--- src/rtl/cu_pkg.sv ---
// Shared definitions for the control unit: opcodes, ALU function codes,
// sequencer states and instruction classes.
package cu_pkg;

    localparam logic [3:0] OP_NOP  = 4'h0;
    localparam logic [3:0] OP_ADD  = 4'h1;
    localparam logic [3:0] OP_SUB  = 4'h2;
    localparam logic [3:0] OP_AND  = 4'h3;
    localparam logic [3:0] OP_OR   = 4'h4;
    localparam logic [3:0] OP_XOR  = 4'h5;
    localparam logic [3:0] OP_NOT  = 4'h6;
    localparam logic [3:0] OP_MOV  = 4'h7;
    localparam logic [3:0] OP_ADI  = 4'h8;
    localparam logic [3:0] OP_LDI  = 4'h9;
    localparam logic [3:0] OP_LD   = 4'hA;
    localparam logic [3:0] OP_ST   = 4'hB;
    localparam logic [3:0] OP_BRZ  = 4'hC;
    localparam logic [3:0] OP_BRN  = 4'hD;
    localparam logic [3:0] OP_JMP  = 4'hE;
    localparam logic [3:0] OP_HALT = 4'hF;

    localparam logic [3:0] FS_A   = 4'b0000;
    localparam logic [3:0] FS_ADD = 4'b0010;
    localparam logic [3:0] FS_SUB = 4'b0101;
    localparam logic [3:0] FS_AND = 4'b1000;
    localparam logic [3:0] FS_OR  = 4'b1001;
    localparam logic [3:0] FS_XOR = 4'b1010;
    localparam logic [3:0] FS_NOT = 4'b1011;
    localparam logic [3:0] FS_B   = 4'b1100;

    typedef enum logic [1:0] {
        FETCH = 2'd0,
        EXEC  = 2'd1,
        MEM   = 2'd2,
        HALT  = 2'd3
    } state_t;

    typedef enum logic [2:0] {
        CL_NOP    = 3'd0,
        CL_ALU    = 3'd1,
        CL_IMM    = 3'd2,
        CL_LD     = 3'd3,
        CL_ST     = 3'd4,
        CL_BRANCH = 3'd5,
        CL_JMP    = 3'd6,
        CL_HALT   = 3'd7
    } iclass_t;

    // Branch offsets are signed 6-bit; PC arithmetic is 8-bit and wraps.
    function automatic logic [7:0] sext6(input logic [5:0] imm);
        return {{2{imm[5]}}, imm};
    endfunction

endpackage

--- src/rtl/cu_decode.sv ---
// Purely combinational opcode decoder: ALU function, operand/write-data
// selects, register-write enable and instruction class.
module cu_decode
    import cu_pkg::*;
(
    input  logic [3:0] op,
    output logic [3:0] fs,
    output logic       mb,
    output logic       md,
    output logic       rw_en,
    output iclass_t    iclass
);

    always_comb begin
        // NOTE: every output gets a default first so no path leaves it unassigned and infers a latch.
        fs     = FS_A;
        mb     = 1'b0;
        md     = 1'b0;
        rw_en  = 1'b0;
        iclass = CL_NOP;
        case (op)
            OP_ADD:  begin fs = FS_ADD; rw_en = 1'b1; iclass = CL_ALU; end
            OP_SUB:  begin fs = FS_SUB; rw_en = 1'b1; iclass = CL_ALU; end
            OP_AND:  begin fs = FS_AND; rw_en = 1'b1; iclass = CL_ALU; end
            OP_OR:   begin fs = FS_OR;  rw_en = 1'b1; iclass = CL_ALU; end
            OP_XOR:  begin fs = FS_XOR; rw_en = 1'b1; iclass = CL_ALU; end
            OP_NOT:  begin fs = FS_NOT; rw_en = 1'b1; iclass = CL_ALU; end
            OP_MOV:  begin fs = FS_B;   rw_en = 1'b1; iclass = CL_ALU; end
            OP_ADI:  begin fs = FS_ADD; mb = 1'b1; rw_en = 1'b1; iclass = CL_IMM; end
            OP_LDI:  begin fs = FS_B;   mb = 1'b1; rw_en = 1'b1; iclass = CL_IMM; end
            // The load's write happens in MEM on the ack cycle, never in EXEC.
            OP_LD:   begin md = 1'b1; rw_en = 1'b1; iclass = CL_LD; end
            OP_ST:   iclass = CL_ST;
            OP_BRZ,
            OP_BRN:  iclass = CL_BRANCH;
            OP_JMP:  iclass = CL_JMP;
            OP_HALT: iclass = CL_HALT;
            default: iclass = CL_NOP;
        endcase
    end

endmodule

--- src/rtl/control_unit.sv ---
// Multi-cycle sequencer: fetches over imem req/ack, decodes into the
// datapath control word, sequences loads/stores and maintains the PC.
module control_unit
    import cu_pkg::*;
(
    input  logic        clk,
    input  logic        rst_n,
    output logic        imem_req,
    input  logic        imem_ack,
    input  logic [15:0] instr,
    output logic [7:0]  pc,
    output logic        dmem_req,
    output logic        dmem_we,
    input  logic        dmem_ack,
    input  logic        V,
    input  logic        C,
    input  logic        N,
    input  logic        Z,
    output logic        RW,
    output logic [2:0]  DA,
    output logic [2:0]  AA,
    output logic [2:0]  BA,
    output logic        MB,
    output logic        MD,
    output logic [3:0]  FS,
    output logic [7:0]  const_in,
    output logic        halted
);

    state_t      state;
    logic [15:0] ir;

    logic [3:0]  dec_fs;
    logic        dec_mb;
    logic        dec_md;
    logic        dec_rw_en;
    iclass_t     dec_iclass;

    logic [2:0]  f_dr;
    logic [2:0]  f_sa;
    logic [2:0]  f_sb;
    logic [5:0]  f_imm6;
    logic        branch_taken;

    // Overflow and carry have no consumer in this instruction set.
    logic        unused_flags;
    assign unused_flags = V ^ C;

    assign f_dr   = ir[11:9];
    assign f_sa   = ir[8:6];
    assign f_sb   = ir[5:3];
    assign f_imm6 = ir[5:0];

    cu_decode u_decode (
        .op     (ir[15:12]),
        .fs     (dec_fs),
        .mb     (dec_mb),
        .md     (dec_md),
        .rw_en  (dec_rw_en),
        .iclass (dec_iclass)
    );

    // Flags are combinational from this cycle's control word (FS=A on sa).
    always_comb begin
        branch_taken = 1'b0;
        if (dec_iclass == CL_JMP)
            branch_taken = 1'b1;
        else if (dec_iclass == CL_BRANCH)
            branch_taken = (ir[15:12] == OP_BRZ) ? Z : N;
    end

    always_ff @(posedge clk or negedge rst_n) begin
        // NOTE: IR is a single architectural register, so it is reset with the PC; sequential state uses <= only.
        if (!rst_n) begin
            state <= FETCH;
            pc    <= 8'h00;
            ir    <= 16'h0000;
        end else begin
            case (state)
                FETCH: begin
                    if (imem_ack) begin
                        ir <= instr;
                        pc <= pc + 8'd1;
                        case (instr[15:12])
                            OP_LD, OP_ST: state <= MEM;
                            OP_HALT:      state <= HALT;
                            default:      state <= EXEC;
                        endcase
                    end
                end
                EXEC: begin
                    // pc already points past the branch, so the offset is relative to pc+1.
                    if (branch_taken)
                        pc <= pc + sext6(f_imm6);
                    state <= FETCH;
                end
                MEM: begin
                    if (dmem_ack)
                        state <= FETCH;
                end
                HALT:    state <= HALT;
                default: state <= FETCH;
            endcase
        end
    end

    // Control word is a pure decode of registered state/IR, except the load
    // write strobes which must align with the cycle dmem_ack arrives.
    always_comb begin
        imem_req = 1'b0;
        dmem_req = 1'b0;
        dmem_we  = 1'b0;
        RW       = 1'b0;
        DA       = 3'd0;
        AA       = 3'd0;
        BA       = 3'd0;
        MB       = 1'b0;
        MD       = 1'b0;
        FS       = FS_A;
        const_in = 8'h00;
        halted   = 1'b0;
        case (state)
            FETCH: imem_req = 1'b1;
            EXEC: begin
                FS = dec_fs;
                MB = dec_mb;
                RW = dec_rw_en;
                case (dec_iclass)
                    CL_ALU: begin
                        DA = f_dr;
                        AA = f_sa;
                        BA = f_sb;
                    end
                    CL_IMM: begin
                        DA       = f_dr;
                        AA       = f_sa;
                        const_in = {2'b00, f_imm6};
                    end
                    CL_BRANCH: AA = f_sa;
                    default: ;
                endcase
            end
            MEM: begin
                dmem_req = 1'b1;
                dmem_we  = (dec_iclass == CL_ST);
                AA       = f_sa;
                if (dec_iclass == CL_ST)
                    BA = f_sb;
                if (dmem_ack && dec_iclass == CL_LD) begin
                    RW = dec_rw_en;
                    MD = dec_md;
                    DA = f_dr;
                end
            end
            HALT:    halted = 1'b1;
            default: ;
        endcase
    end

endmodule

--- config.mk ---
export PLATFORM = sky130hd
export DESIGN_NAME = control_unit
export DESIGN_NICKNAME = d
export VERILOG_FILES = /design/src/rtl/cu_pkg.sv /design/src/rtl/cu_decode.sv /design/src/rtl/control_unit.sv
export SDC_FILE = /design/constraint.sdc
export NUM_CORES = 1
export LEC_CHECK = 0
export BUFFER_PORTS_ARGS = -buffer_cell sky130_fd_sc_hd__buf_2
export CORE_ASPECT_RATIO = 0.7
export CORE_MARGIN = 10
export CORE_UTILIZATION = 50
export DETAILED_ROUTE_END_ITERATION = 8
export PLACE_DENSITY = 0.8
export REMOVE_ABC_BUFFERS = 1
export SETUP_SLACK_MARGIN = 0.4
export SYNTH_ARGS = -nofsm -noshare
export SYNTH_HDL_FRONTEND = slang
export SYNTH_SLANG_ARGS = --single-unit
--- constraint.sdc ---
create_clock -name clk -period 3.2 [get_ports clk]
set_input_delay 0.8 -clock clk [delete_from_list [all_inputs] [get_ports clk]]
set_output_delay 0.8 -clock clk [all_outputs]
set_load 0.05 [all_outputs]
## Word-level counts from Yosys, hierarchy flattened

Index checks and enable logic that the tools add are counted.

| storage, ports and cells | value |
|---|---|
| register bits | 26 |
| latch bits | 0 |
| RAM bits | 0 |
| memory bits (read-only) | 0 |
| bits of input ports | 24 |
| output and inout port bits | 36 |
| memories kept | 0 |

| operators by class | value |
|---|---|
| add/sub/neg operators | 2 |
| $mul | 0 |
| divide/modulo/power cells | 0 |
| order comparisons | 0 |
| equal/unequal tests | 30 |
| shift-type cells | 0 |
| mux-type cells | 35 |
| bitwise operators | 0 |
| reduce and logical (&&, ||, !) cells | 15 |

Operators by type and width:

| cell | number |
|---|---|
| $eq A4 B4 Y1 const B | 11 |
| $pmux W4 S7 | 1 |
| $pmux W3 S7 | 1 |
| $pmux W3 S2 | 3 |
| $eq A4 B3 Y1 const B | 4 |
| $mux W8 | 2 |
| $pmux W8 S2 | 1 |
| $mux W3 | 5 |
| $mux W1 | 14 |
| $mux W6 | 2 |
| $reduce_or A2 Y1 | 6 |
| $reduce_or A10 Y1 | 1 |
| $eq A3 B3 Y1 const B | 3 |
| $add A8 B1 Y8 const B | 1 |
| $add A8 B8 Y8 | 1 |
| $eq A4 B2 Y1 const B | 2 |
| $pmux W2 S4 | 1 |
| $reduce_or A7 Y1 | 1 |
| $eq A3 B2 Y1 const B | 2 |
| $ne A2 B2 Y1 const B | 3 |
| $eq A2 B2 Y1 const B | 2 |
| $eq A4 B1 Y1 const B | 1 |
| $mux W2 | 2 |
| $mux W4 | 1 |
| other kinds (10) | 11 |

## Longest topological paths before layout

Gate-level depths: netlist of the first run.

| logic depth | value |
|---|---|
| word-level depth | 8 |
| mapped depth | 12 |
| gate-level depth less buffers | 11 |

## Cells and area by module

A second synthesis of the first run with hierarchy kept.

| second synthesis, totals | value |
|---|---|
| cells, all modules | 203 |
| area, all modules | 1,963.1 µm² |

Modules (own cells, without submodules):

| module | times used | cells an instance | area an instance (µm²) | sequential area each (µm²) |
|---|---|---|---|---|
| control_unit | 1 | 176 | 1,759.2 | 650.6 |
| cu_decode | 1 | 27 | 203.9 | 0.0 |

## Least setup slack after synthesis of the first run

No wires, ideal clock.

| timing path | value |
|---|---|
| path type | reg2out |
| start | register state[0] |
| end | output port DA[0] |
| data arrival time | 3.004 ns |
| data required time | 2.400 ns |
| path slack | -0.604 ns |
| stages on the path, launching flop included | 7 |
| buffers on the path | 0 |
| path through | dfrtp_1 > inv_1 > ha_1 > nand2_1 > nor3_1 > o21a_1 > and2_1 |

| on the way | value |
|---|---|
| longest elaborated chain between the ends | 2 |

RTL lines:

| element | RTL line | text |
|---|---|---|
| from (decl) | control_unit.sv:30 | `state_t state;` |
| from (signal assigned) | control_unit.sv:75 | `state <= FETCH;` |
| from (signal assigned) | control_unit.sv:85 | `OP_LD, OP_ST: state <= MEM;` |
| from (signal assigned) | control_unit.sv:86 | `OP_HALT: state <= HALT;` |
| $eq A2 B2 Y1 / $eq A2 B1 Y1 (equally long branches) | control_unit.sv:122 | `case (state)` |
| $pmux W3 S2 * | control_unit.sv:122 |  |
| to (decl) | control_unit.sv:20 | `output logic [2:0] DA,` |

Mark *: on every way between the ends. The rest lies on a longest branch, timed or not.

## Worst setup path after layout of the first run

| timing path | value |
|---|---|
| start | register state[1] |
| end | output port const_in[5] |

| on the way | value |
|---|---|
| longest elaborated chain between the ends | 2 |

RTL lines:

| element | RTL line | text |
|---|---|---|
| $eq A2 B1 Y1 | control_unit.sv:122 |  |
| $mux W6 | control_unit.sv:122 |  |
| to (decl) | control_unit.sv:26 | `output logic [7:0] const_in,` |

No other way between the ends.

==> results.yml, run 1 <==
synth:
  synthArstFlopShare_pct: 100
  ys_top_cells_by_area: "dfrtp_1 37%, mux2_2 11%, ha_1 8.5%"
  synth.most_common_cell: "dfrtp_1"
  yosysWarnings: 0
  synth_common_cells: "26 x dfrtp_1, 18 x and2_1, 17 x mux2_2, 17 x nand2_1, 12 x ha_1"
  syn_inst: 187
  yosysTopAreaCell: "dfrtp_1"
  syn-cell-area_um2: 1770
  ys_ff_latch: 26
  yosysTopAreaCellShare_pct: 36.8
  postSynthAreaPerCell_um2: 9.45
  synthDistinctLibCells: 40
  yosysSeqAreaShare_pct: 36.8
  synth_edf_count: 0
  synth-main-ff-cell: "dfrtp_1"
route:
  wl_mm: 4.43
  detail-route-antenna-nets: 0
  drc_errors: 0
  vias_per_cell: 5.23
  num_vias: 1496
  drt-pass1-iter-count: 4
  drtIter0Drc: 104
  drt-wirelength-per-cell_um: 15.5
power:
  combPwrFrac_pct: 4.3
  p_int_w: 0.000505
  p_sw_share_pct: 19.6
  p_switching_w: 0.000123
  ir_worst_vdd_mv: 0.299
  power.leakage_nw: 1.15
  power_density_nw_per_um2: 285
  pwr-share-clk_pct: 43.4
  seqPwrFrac_pct: 52.3
floorplan:
  dieArea_um2: 6350
  rows: 17
  die_height_um: 69.7
  die_w_um: 91.0
  coreArea_um2: 3280
  pin_count: 60
  initial_core_util_pct: 53.9
cts:
  numCtsBuffers: 3
  path_clk_slew_ps: 90
  clk_latency_ps: 270
  clock_tree.root_cell: "clkbuf_8"
  ctsLongestPathBuffers: 2
  h-tree-depth: 1
  clock-sinks: 26
  cts_tree: "built"
sta:
  clock.fmax_ghz: 0.366
  fin_worst_skew_ps: 2.75
  rsz0062_at_grt: "yes"
  min_period_ps: 2740
  finalCritPeriodShare_pct: 85.5
  hold_violations: 0
  hold_slack_ps: 481
  worstMarginPinSlew_ps: 778
  fin_setup_tns_ps: 0
  report.final.slew_viol_count: 0
  setup_viol_count_final: 0
  max_slew_margin_pct: 48.0
final_layout:
  design_area_um2: 2200
  fin_cells: 286
  layout.nets: 277
  area_delta_synth_final_pct: 24.5
  final_layout_size_suffix_gt1_share_pct: 37.2
  diodes: 0
  n_fill_cell: 285
grt:
  grt_pass1_wl_mm: 7.48
  grt.total_usage_pct: 13.9
  grt_max_degree: 27
  antenna_found_initial: 0
  grt-ovfl-total: 0
  grt_pass1_vias: 1492
placed_design:
  place_area_um2: 2060
  dp_cells: 282
  place_congestion: 0.848
  io_buffers: 55
  hpwl_mm: 3.41
setup_path:
  crit_chain: "inv_2 -> ha_4 -> buf_4 -> and4bb_2 -> and2_1 -> clkbuf_4"
  critPathBufInv: 3
  cp-end-kind: "output port"
  critPathKind: "flop to output port"
  critical_path.max_fanout: 10
  crit_arrival_ps: 1940
  crit_path_max_incr_delay_ps: 440
  startpoint_type: "flop"
  crit_family: "simple AND/OR/NAND/NOR gates"
  required_ps: 2400
  slowest_stage: "dfrtp_1"
hold_path:
  hold_class: "flop to flop"
status:
  outcome: "finished clean"
flow_run:
  maxCapViolCount: 0
[final timing paths]
kind                           from           to  slack (ps)  cells after the start
min in group asynchronous     rst_n        ir[6]         530                      1
setup / recovery           state[1]  const_in[5]         460                      6
hold / removal                pc[7]        pc[7]         480                      1
hold reg to reg               pc[7]        pc[7]         480                      1
max in group asynchronous     rst_n       ir[12]        2240                      1
setup reg to reg           state[1]        pc[6]         670                     12
[cell families (layout without fill, tap and decap cells)]
kind of cell	count (synthesis)	after routing	synth area share (%)
compound gates	40	40	14.9
simple gates	66	66	19.9
other cells	1	2	0.212
fa+ha+maj	13	13	9.63
xor+xnor	4	4	1.98
mux	18	18	11.4
flops	26	26	36.8
buf+inv	19	70	5.10
[flip-flops by register name, indices dropped and copies added (netlist names)]
signal,count
state,2
pc,8
ir,16
[area by class of cell]
| cell class | instances | area (um2) | share of cell area (%) |
|---|---|---|---|
| multi-input cells | 143 | 1060 | 48.2 |
| repair buffers | 56 | 317 | 14.4 |
| flip-flops and latches | 26 | 654 | 29.7 |
| well taps | 47 | 58.8 | 2.67 |
| clock buffers | 3 | 41.3 | 1.88 |
| inverters | 10 | 37.5 | 1.71 |
| clock inverters | 1 | 30.0 | 1.37 |
[cells in the final DEF (no fill, tap or decap), types with 3 or more instances in the layout]
master / synthesis / layout
xor2_1: 3 / 3
buf_4: 3 / 9
o21a_1: 4 / 4
dfrtp_2: 0 / 3
a21oi_1: 6 / 6
clkbuf_8: 0 / 3
nor2_1: 10 / 9
mux2_2: 17 / 17
dfrtp_1: 26 / 23
ha_1: 12 / 10
inv_1: 10 / 8
nor2b_1: 6 / 5
o21ai_0: 9 / 8
a21o_1: 4 / 4
nand2_1: 17 / 17
nand2b_1: 5 / 5
and2_1: 18 / 18
o21ai_1: 4 / 5
clkbuf_4: 0 / 3
buf_2: 0 / 43
[per-stage QoR]
step / setup slack [ps] / util [%] / power (W)
5_1_grt: 371 / 67.2 / 0.000657
3_3_place_gp: 529 / 62.9 / 0.000361
2_1_floorplan: -604 / - / 0.000341
6_report: 465 / 67.2 / 0.000628
3_5_place_dp: 505 / 62.9 / 0.000362
4_1_cts: 340 / 65.8 / 0.000638
[metal layers]
| metal | part of all wire (%) | vias up | global-route usage, % |
|---|---|---|---|
| li1 | - | 748 | - |
| met2 | 45 | 56 | 22.0 |
| met3 | 7.3 | 2 | 3.88 |
| met5 | 0 | - | 0 |
| met4 | 0.65 | 0 | 2.57 |
| met1 | 47 | 690 | 18.5 |
[power by group through the flow]
stage                     sequential [W]  combinational [W]  clock [W]
after floorplan                 0.000335         0.00000650          0
after global placement          0.000335          0.0000265          0
after detailed placement        0.000335          0.0000270          0
after CTS                       0.000328          0.0000271   0.000283
after global routing            0.000328          0.0000302   0.000299
final                           0.000328          0.0000269   0.000273
[what timing repair did]
item	4_1_cts	5_1_grt
setup endpoints to repair	15	16
setup buffers	0	0
gates resized for setup	11	20
hold buffers	0	0
hold endpoints to repair	0	0
Note: power is estimated with default switching activity, not from simulation.
==> run 2: changes to the inputs <==
Settings changed: CORE_UTILIZATION 50 to 45, CTS_BUF_LIST set to sky130_fd_sc_hd__clkbuf_4 sky130_fd_sc_hd__clkbuf_8, PLACE_DENSITY 0.8 to 0.73, TNS_END_PERCENT set to 50.
==> run 2 against run 1 <==
Compared with the run above:
- clock skew rose by 1.4 ps
- non-clock buffer count did not move
- sequential share of layout area barely moved
- largest cell class unchanged
- hold slack got worse by 9.5 ps
- count of clock-buffer cells in the layout did not move
- combinational power barely moved
- setup slack improved by 27 ps
- flip-flop and latch count did not move
- critical endpoint is now DA[2]
- routed wire length rose by 0.72%
- first-iteration DRC count fell by 25%
==> results.yml, run 2 (same netlist as run 1, synthesis figures left out) <==
placed_design:
  dp_cells: 285
  hpwl_mm: 3.56
  io_buffers: 55
  place_congestion: 0.856
  preCtsSetupSlack_ps: 534
flow_run:
  maxCapViolCount: 0
setup_path:
  critPathBufInv: 1
  critPathKind: "flop to output port"
  cp-end-kind: "output port"
  crit_end: "DA[2]"
  r2r_end: "pc[7]"
  rrSetupSlack_ps: 700
  crit_chain: "nor2_1 -> nand2_1 -> and3_1 -> o21a_1 -> and2_1 -> clkbuf_4"
  slowest_stage: "dfrtp_2"
  critical_path.max_fanout: 14
  crit_path_max_incr_delay_ps: 510
  startpoint_type: "flop"
  crit_arrival_ps: 1910
  required_ps: 2400
  critPathLaunch: "ir[13]"
  path_depth: 6
  r2r_cells: 11
  worstReg2RegStart: "state[1]"
  crit_family: "simple AND/OR/NAND/NOR gates"
power:
  p_int_w: 0.000505
  power_density_nw_per_um2: 287
  p_sw_share_pct: 20.0
  ir_worst_vdd_mv: 0.294
  pwr-share-clk_pct: 43.7
  seqPwrFrac_pct: 52.0
  p_switching_w: 0.000126
  power.leakage_nw: 1.15
  combPwrFrac_pct: 4.3
sta:
  fin_worst_skew_ps: 4.17
  hold_violations: 0
  finalWorstSetupSlack_ps: 492
  clock.fmax_ghz: 0.369
  min_period_ps: 2710
  finalCritPeriodShare_pct: 84.6
  setup_viol_count_final: 0
  rsz0062_at_grt: "yes"
  report.final.slew_viol_count: 0
  max_slew_margin_pct: 52.1
  worstMarginPinSlew_ps: 716
route:
  drt-pass1-iter-count: 4
  num_vias: 1455
  drtIter0Drc: 78
  detail-route-antenna-nets: 0
  drt-wirelength-per-cell_um: 15.4
  drc_errors: 0
  wl_mm: 4.47
  vias_per_cell: 5.03
cts:
  h-tree-depth: 1
  clock-sinks: 26
  path_clk_slew_ps: 90
  ctsLongestPathBuffers: 2
  post_cts_buffers: 0
  cts_tree: "built"
  numCtsBuffers: 3
  clock_tree.root_cell: "clkbuf_8"
  clk_latency_ps: 280
  hold_buffers: 0
grt:
  grt_max_degree: 27
  grt_pass1_vias: 1431
  antenna_found_initial: 0
  grt-ovfl-total: 0
  grt_pass1_wl_mm: 7.16
  grt.total_usage_pct: 13.0
floorplan:
  die_height_um: 72.4
  rows: 18
  dieArea_um2: 6870
  initial_core_util_pct: 48.4
  pin_count: 60
  coreArea_um2: 3650
  die_w_um: 94.9
status:
  outcome: "finished clean"
final_layout:
  layout.nets: 277
  largest_register_ffs: 16
  diodes: 0
  area_delta_synth_final_pct: 24.4
  final_cell_mix: "49 x buf_2, 23 x dfrtp_1, 18 x and2_1"
  reg.largest.list: "ir: 16 flops, pc: 8 flops, state: 2 flops"
  fin_cells: 289
  largest_register: "ir"
  mostFrequentLayoutCell: "buf_2"
  final_layout_size_suffix_gt1_share_pct: 36.4
hold_path:
  hold_class: "flop to flop"
[run 2: cell count changes in the layout (fill, tap and decap cells not counted), sizes merged]
cell	change
buf	+2
clkbuf	-2
[run 2: metrics by stage]
stage | setup TNS [ps] | total power (W) | hold WS [ps] | area (um2) | utilization [%]
floorplan | -2310 | 0.000341 | 471 | 1720 | -
finish | 0 | 0.000631 | 471 | 2200 | 60.2
CTS | 0 | 0.000639 | 478 | 2150 | 59.0
global placement | 0 | 0.000362 | 452 | 2060 | 56.6
global route | 0 | 0.000658 | 517 | 2200 | 60.2
detailed placement | 0 | 0.000362 | 456 | 2060 | 56.6
[run 2: area by class of cell]
class / count / area [um2]
fillers: 340 / 1450
multi-input cells: 143 / 1060
flip-flops and latches: 26 / 654
repair buffers: 56 / 309
well taps: 50 / 62.6
clock buffers: 3 / 41.3
inverters: 10 / 37.5
clock inverters: 1 / 30.0
[run 2: worst min-delay path by stage]
stage	start	end	slack (ps)	cells after the start
3_3_place_gp	pc[7]	pc[7]	450	1
3_5_place_dp	pc[7]	pc[7]	460	1
2_1_floorplan	ir[10]	ir[10]	470	1
5_1_grt	pc[7]	pc[7]	520	1
6_report	pc[7]	pc[7]	470	1
4_1_cts	pc[7]	pc[7]	480	1
[run 2: what timing repair did]
item,4_1_cts,5_1_grt
pin swaps,0,0
setup endpoints to repair,15,16
cloned,0,0
resized for setup,7,17
[run 2: metal layers]
| layer | vias up | GRT usage, % | wire length (um) |
|---|---|---|---|
| met4 | 0 | 3.97 | 50 |
| met5 | - | 0 | 0 |
| met3 | 4 | 5.24 | 434 |
| met1 | 664 | 17.0 | 2090 |
| li1 | 748 | - | - |
| met2 | 39 | 19.0 | 1890 |
[run 2: power by group through the flow]
stage	registers (W)	logic, W	clock network, W
after floorplan	0.000335	0.00000650	0
after global placement	0.000335	0.0000270	0
after detailed placement	0.000335	0.0000272	0
after CTS	0.000328	0.0000274	0.000284
after global routing	0.000328	0.0000306	0.000299
final	0.000328	0.0000271	0.000276
